File: src/rtl/mips32_ifetch_if.sv
// Bus bundle of the MIPS32 fetch stage: instruction-memory req/gnt/rvalid
// channel plus the valid/ready handshake towards decode.
interface mips32_ifetch_if;
  logic        imem_req;
  logic [31:0] imem_addr;
  logic        imem_gnt;
  logic        imem_rvalid;
  logic [31:0] imem_rdata;
  logic        if_valid;
  logic        if_ready;
  logic [31:0] if_instr;
  logic [31:0] if_pc;

  modport master (
    output imem_req, imem_addr, if_valid, if_instr, if_pc,
    input  imem_gnt, imem_rvalid, imem_rdata, if_ready
  );

  modport slave (
    input  imem_req, imem_addr, if_valid, if_instr, if_pc,
    output imem_gnt, imem_rvalid, imem_rdata, if_ready
  );
endinterface

File: src/rtl/mips32_ifetch.sv
// Instruction-fetch front end: owns the fetch PC, issues in-order imem reads,
// buffers returned words in a prefetch FIFO and flushes on EX redirects.
module mips32_ifetch #(
  parameter int unsigned DEPTH    = 4,
  parameter logic [31:0] RESET_PC = 32'h0000_0000
) (
  input  logic            clk,
  input  logic            rst_n,
  mips32_ifetch_if.master bus,
  input  logic            redirect,
  input  logic [31:0]     redirect_pc,
  output logic [31:0]     pc,
  output logic            err
);
  localparam int unsigned   PW      = (DEPTH > 1) ? $clog2(DEPTH) : 1;
  localparam int unsigned   CW      = PW + 1;
  localparam logic [CW-1:0] DEPTH_C = CW'(DEPTH);
  localparam logic [CW-1:0] ZERO_C  = CW'(1'b0);
  localparam logic [CW-1:0] ONE_C   = CW'(1'b1);
  localparam logic [PW-1:0] PONE_C  = PW'(1'b1);

  typedef enum logic [1:0] {
    S_BOOT  = 2'd0,
    S_FETCH = 2'd1,
    S_DRAIN = 2'd2
  } state_e;

  state_e        state_q, state_d;
  logic [31:0]   pc_q, pc_d;
  logic          req_q, req_d;
  logic          err_q, err_d;
  logic [CW-1:0] out_q, out_d;
  logic [CW-1:0] cnt_q, cnt_d;
  logic [PW-1:0] wr_q, wr_d, rd_q, rd_d;
  logic [PW-1:0] aw_q, aw_d, ar_q, ar_d;
  logic          valid_q, valid_d;
  logic [31:0]   instr_q, instr_d;
  logic [31:0]   ipc_q, ipc_d;

  logic [31:0]   fifo_instr_mem [DEPTH];
  logic [31:0]   fifo_pc_mem    [DEPTH];
  logic [31:0]   addr_mem       [DEPTH];

  logic          gnt_acc_s, rv_acc_s, redir_s, push_s, pop_s;
  logic [31:0]   rsp_addr_s;
  logic [CW-1:0] remain_s;

  // Next-state: bus accounting, PC, prefetch FIFO with registered head, FSM.
  always_comb begin
    gnt_acc_s  = req_q & bus.imem_gnt;
    // A response is only legal while something is outstanding.
    rv_acc_s   = bus.imem_rvalid & (out_q != ZERO_C);
    redir_s    = redirect & (state_q != S_BOOT);
    push_s     = rv_acc_s & (state_q == S_FETCH) & ~redir_s;
    pop_s      = valid_q & bus.if_ready;
    rsp_addr_s = addr_mem[ar_q];

    state_d  = state_q;
    pc_d     = pc_q;
    err_d    = err_q | (bus.imem_rvalid & (out_q == ZERO_C));
    out_d    = out_q + (gnt_acc_s ? ONE_C : ZERO_C) - (rv_acc_s ? ONE_C : ZERO_C);
    aw_d     = gnt_acc_s ? (aw_q + PONE_C) : aw_q;
    ar_d     = rv_acc_s ? (ar_q + PONE_C) : ar_q;
    cnt_d    = cnt_q;
    wr_d     = wr_q;
    rd_d     = rd_q;
    instr_d  = instr_q;
    ipc_d    = ipc_q;
    remain_s = cnt_q - (pop_s ? ONE_C : ZERO_C);

    if (redir_s) begin
      pc_d = redirect_pc & 32'hFFFF_FFFC;
    end else if (gnt_acc_s) begin
      pc_d = pc_q + 32'd4;
    end else begin
      pc_d = pc_q;
    end

    if (redir_s) begin
      cnt_d = ZERO_C;
      wr_d  = PW'(1'b0);
      rd_d  = PW'(1'b0);
    end else begin
      cnt_d = remain_s + (push_s ? ONE_C : ZERO_C);
      wr_d  = push_s ? (wr_q + PONE_C) : wr_q;
      rd_d  = pop_s ? (rd_q + PONE_C) : rd_q;
      // Head comes from storage if anything survives the pop, else bypasses the push.
      if (remain_s != ZERO_C) begin
        instr_d = fifo_instr_mem[rd_d];
        ipc_d   = fifo_pc_mem[rd_d];
      end else if (push_s) begin
        instr_d = bus.imem_rdata;
        ipc_d   = rsp_addr_s;
      end else begin
        instr_d = instr_q;
        ipc_d   = ipc_q;
      end
    end
    valid_d = (cnt_d != ZERO_C);

    case (state_q)
      S_BOOT:  state_d = S_FETCH;
      S_FETCH: begin
        if (redir_s && (out_d != ZERO_C)) begin
          state_d = S_DRAIN;
        end else begin
          state_d = S_FETCH;
        end
      end
      S_DRAIN: begin
        if (out_d == ZERO_C) begin
          state_d = S_FETCH;
        end else begin
          state_d = S_DRAIN;
        end
      end
      default: state_d = S_BOOT;
    endcase

    req_d = (state_d == S_FETCH) && ((out_d + cnt_d) < DEPTH_C);
  end

  // Control and output registers.
  always_ff @(posedge clk or negedge rst_n) begin
    if (!rst_n) begin
      state_q <= S_BOOT;
      pc_q    <= RESET_PC;
      req_q   <= 1'b0;
      err_q   <= 1'b0;
      out_q   <= ZERO_C;
      cnt_q   <= ZERO_C;
      wr_q    <= PW'(1'b0);
      rd_q    <= PW'(1'b0);
      aw_q    <= PW'(1'b0);
      ar_q    <= PW'(1'b0);
      valid_q <= 1'b0;
      instr_q <= 32'd0;
      ipc_q   <= 32'd0;
    end else begin
      state_q <= state_d;
      pc_q    <= pc_d;
      req_q   <= req_d;
      err_q   <= err_d;
      out_q   <= out_d;
      cnt_q   <= cnt_d;
      wr_q    <= wr_d;
      rd_q    <= rd_d;
      aw_q    <= aw_d;
      ar_q    <= ar_d;
      valid_q <= valid_d;
      instr_q <= instr_d;
      ipc_q   <= ipc_d;
    end
  end

  // FIFO payload and in-flight request-address queue storage.
  always_ff @(posedge clk or negedge rst_n) begin
    if (!rst_n) begin
      for (int i = 0; i < int'(DEPTH); i++) begin
        fifo_instr_mem[i] <= 32'd0;
        fifo_pc_mem[i]    <= 32'd0;
        addr_mem[i]       <= 32'd0;
      end
    end else begin
      if (push_s) begin
        fifo_instr_mem[wr_q] <= bus.imem_rdata;
        fifo_pc_mem[wr_q]    <= rsp_addr_s;
      end
      if (gnt_acc_s) begin
        addr_mem[aw_q] <= pc_q;
      end
    end
  end

  assign bus.imem_req  = req_q;
  assign bus.imem_addr = pc_q;
  assign bus.if_valid  = valid_q;
  assign bus.if_instr  = instr_q;
  assign bus.if_pc     = ipc_q;
  assign pc            = pc_q;
  assign err           = err_q;
endmodule

File: src/flat_wrapper.sv
// flat-port wrapper written by rule: the top's interface ports become plain ports
module mips32_ifetch_flat 
#(
  parameter int unsigned DEPTH    = 4,
  parameter logic [31:0] RESET_PC = 32'h0000_0000
)
  (clk, rst_n, redirect, redirect_pc, pc, err, bus_imem_req, bus_imem_addr, bus_if_valid, bus_if_instr, bus_if_pc, bus_imem_gnt, bus_imem_rvalid, bus_imem_rdata, bus_if_ready);
  mips32_ifetch_if bus_i ();
  input  logic clk;
  input  logic rst_n;
  input  logic redirect;
  input  logic [31:0] redirect_pc;
  output logic [31:0] pc;
  output logic err;
  output wire logic [$bits(bus_i.imem_req)-1:0] bus_imem_req;
  output wire logic [$bits(bus_i.imem_addr)-1:0] bus_imem_addr;
  output wire logic [$bits(bus_i.if_valid)-1:0] bus_if_valid;
  output wire logic [$bits(bus_i.if_instr)-1:0] bus_if_instr;
  output wire logic [$bits(bus_i.if_pc)-1:0] bus_if_pc;
  input wire logic [$bits(bus_i.imem_gnt)-1:0] bus_imem_gnt;
  input wire logic [$bits(bus_i.imem_rvalid)-1:0] bus_imem_rvalid;
  input wire logic [$bits(bus_i.imem_rdata)-1:0] bus_imem_rdata;
  input wire logic [$bits(bus_i.if_ready)-1:0] bus_if_ready;
  assign bus_imem_req = bus_i.imem_req;
  assign bus_imem_addr = bus_i.imem_addr;
  assign bus_if_valid = bus_i.if_valid;
  assign bus_if_instr = bus_i.if_instr;
  assign bus_if_pc = bus_i.if_pc;
  assign bus_i.imem_gnt = bus_imem_gnt;
  assign bus_i.imem_rvalid = bus_imem_rvalid;
  assign bus_i.imem_rdata = bus_imem_rdata;
  assign bus_i.if_ready = bus_if_ready;
  mips32_ifetch #(.DEPTH(DEPTH), .RESET_PC(RESET_PC)) u_core (.clk(clk), .rst_n(rst_n), .bus(bus_i), .redirect(redirect), .redirect_pc(redirect_pc), .pc(pc), .err(err));
endmodule
File: config.mk
export PLATFORM = sky130hd
export DESIGN_NAME = mips32_ifetch_flat
export DESIGN_NICKNAME = d
export VERILOG_FILES = /design/src/rtl/mips32_ifetch_if.sv /design/src/rtl/mips32_ifetch.sv /design/src/flat_wrapper.sv
export SDC_FILE = /design/constraint.sdc
export NUM_CORES = 1
export LEC_CHECK = 0
export CAP_MARGIN = 5
export CELL_PAD_IN_SITES_DETAIL_PLACEMENT = 0
export CELL_PAD_IN_SITES_GLOBAL_PLACEMENT = 1
export CORE_AREA = 2 2 223 225
export CTS_BUF_LIST = sky130_fd_sc_hd__clkbuf_16
export CTS_CLUSTER_SIZE = 14
export DETAILED_ROUTE_END_ITERATION = 12
export DIE_AREA = 0 0 225 227
export PLACE_DENSITY_LB_ADDON = 0.2
export SYNTH_ARGS = -nofsm -noshare
export SYNTH_HDL_FRONTEND = slang
export SYNTH_SLANG_ARGS = --single-unit
File: constraint.sdc
create_clock -name clk -period 3.7 [get_ports clk]
set_input_delay 0.555 -clock clk [delete_from_list [all_inputs] [get_ports clk]]
set_output_delay 0.555 -clock clk [all_outputs]
set_load 0.1 [all_outputs]
==> results.cfg <==
[synth]
synth_fa_ha_area_share_pct = 0.956
synth_edf_count = 0
yosys_warnings = 0
syn_avg_cell_area_sq_um = 12.7
synth-xor-area-share_pct = 1.52
synth_top_family_by_area = multiplexers
seq_area_frac_synth_pct = 52.0
synthFlopType = dfrtp_1
synth_area_sq_um = 23000
synth_compound_area_share_pct = 6.85
synth-simple-area-share_pct = 4.31
synth_cell_type_count = 46
synth_seq_cells = 479
syn_inst = 1809
muxShareOfSynthArea_pct = 30.2
async_reset_ff_share_pct = 100

[critical_path]
crit_type = flop to flop
worstSetupStartpointType = flop
cp_max_fo = 4
critPathArrivalTime_ps = 3690
cp-end-kind = flop
cp_data_required_time_ps = 4180

[floorplan]
io_pins = 201
die_area_sq_um = 51100
die_h_microns = 227
rows = 81
initial_core_util_pct = 47.4
fp.coreArea_sq_um = 48500
die_x_microns = 225

[grt]
grt_pass1_wl_microns = 84200
grt_max_degree = 89
antenna_found_initial = 0
grt_pass1_vias = 15200
grt_overflow_total = 0
grt_usage_pct = 20.9

[placed_design]
hpwl_microns = 32200
dpl_cell_area_sq_um = 25500
dp.cells = 2501
gp_congestion = 0.719
portBuffers = 192

[sta]
fin_skew_ps = 11.1
whs_ps = 459
hold_viol = 0
tns_ps = 0
rsz0062_at_grt = no
maxSlewViolCount = 0
finalSetupViolations = 0
slew_headroom_pct = 26.5
period_needed_ps = 3210
fin_crit_sh_pct = 86.7
tightest_slew_ps = 1100
clock.fmax_ghz = 0.312

[flow_run]
drv_cap = 0

[clocking]
clk-insertion-delay-late_ps = 580
clock_path_buffers = 3
clkTransAtPathRegs_ps = 60
htreeDepth = 2
hold_buffers = 1
clock_sinks = 479
numCtsBuffers = 52
ctsRootBufferMaster = clkbuf_16
cts_tree = done
cts.repair.resized = 0
postCtsSetupBuffers = 0

[final_layout]
fillers = 4113
drive_gt1_share_pct = 13.1
layout_commonest_cell = dfrtp_1
area_growth_pct = 17.7
fin_nets = 2021
diodes = 0
design_area_sq_um = 27100
fin_cells = 2591
final_cell_mix = dfrtp_1 (476), mux2i_1 (250), mux2_1 (248)

[drt]
via_per_inst = 5.57
dr.first_iter.drc_count = 731
drtPass1Iterations = 5
final_antenna_net_count = 0
wl_per_cell_microns = 20.1
wirelength_microns = 52000
num_vias = 14400
drc = 0

[outcome]
status = finished clean

[min_path]
hp-class = flop to flop
-- state kept, by name, summed over array words and instances (netlist names), 2 cells and up --
name                   flops
u_core.addr_mem          120
u_core.ar_q                2
u_core.aw_q                2
u_core.bus.if_instr       32
u_core.bus.if_pc          30
u_core.bus.imem_addr      30
u_core.cnt_q               3
u_core.fifo_instr_mem    128
u_core.fifo_pc_mem       120
u_core.out_q               3
u_core.rd_q                2
u_core.state_q             2
u_core.wr_q                2
-- per-layer routing --
metal  vias to the layer above  global-route usage (%)  share of wire, %
met1                      7419                    28.3                47
met5                         -                       0                 0
li1                       6735                       -                 -
met4                         0                    5.53               1.7
met3                        61                    2.97               3.3
met2                       223                    35.5                48
-- critical path, stage by stage (launching register included) --
cell,delay (ps)
dfrtp_1,440
o31ai_2,420
inv_1,160
ha_1,310
inv_1,50
ha_1,130
inv_1,50
fa_1,480
inv_1,70
ha_1,290
a41oi_1,220
xor2_1,200
xnor2_1,90
a211oi_1,200
-- final timing paths --
| kind | from | to | slack [ps] | depth (start not counted) |
|---|---|---|---|---|
| max in group asynchronous | rst_n | u_core.bus.if_instr[24] | 2180 | 3 |
| max reg2reg | u_core.out_q[1] | u_core.bus.imem_req | 490 | 13 |
| min reg2reg | u_core.err | u_core.err | 460 | 1 |
| max | u_core.out_q[1] | u_core.bus.imem_req | 490 | 13 |
| min in group asynchronous | rst_n | u_core.bus.if_instr[6] | 540 | 2 |
| min | u_core.err | u_core.err | 460 | 1 |
-- cell usage after synthesis, types with 2 or more instances --
cell type	number	area [sq um]
buf_2	58	290
nand4_2	2	25.0
buf_1	2	7.51
and2_1	9	56.3
mux4_2	30	676
nor3_1	7	35.0
xnor2_1	34	298
nor4_1	2	12.5
nand2_1	141	529
and3_1	2	12.5
mux2_2	88	991
nand3_1	8	40.0
o21ai_0	47	235
nor4_2	7	87.6
xor2_1	6	52.6
dfrtp_1	479	12000
and4_1	2	17.5
o21ai_1	79	395
nor2_1	8	30.0
a21oi_1	69	345
mux2i_1	250	2500
mux2_1	248	2790
nand4_1	4	25.0
inv_1	23	86.3
nor3_2	7	70.1
ha_1	16	200
clkbuf_1	65	244
buf_4	37	278
a22o_1	62	543
-- layout make-up --
cell class	instances	area [sq um]	share of cell area, %
inverters	24	90.1	0.332
flip-flops and latches	479	12000	44.2
repair buffers	230	2460	9.08
well taps	622	778	2.87
clock buffers	53	1330	4.89
clock inverters	36	275	1.02
multi-input cells	1147	10200	37.6
-- stage by stage --
stage          utilization [%]  setup WS [ps]
2_1_floorplan                -            446
3_3_place_gp              52.5            236
3_5_place_dp              52.5            231
4_1_cts                   55.9            495
5_1_grt                   55.9            257
6_report                  55.9            491
-- cell families after synthesis --
| family | after synthesis |
|---|---|
| simple gates | 204 |
| flops | 479 |
| buf+inv | 188 |
| xor+xnor | 40 |
| mux | 616 |
| fa+ha+maj | 17 |
| compound gates | 264 |
| other cells | 1 |
Power is not shown: default switching activity piles up to over one toggle a cycle in this logic, so the estimate is an artifact.
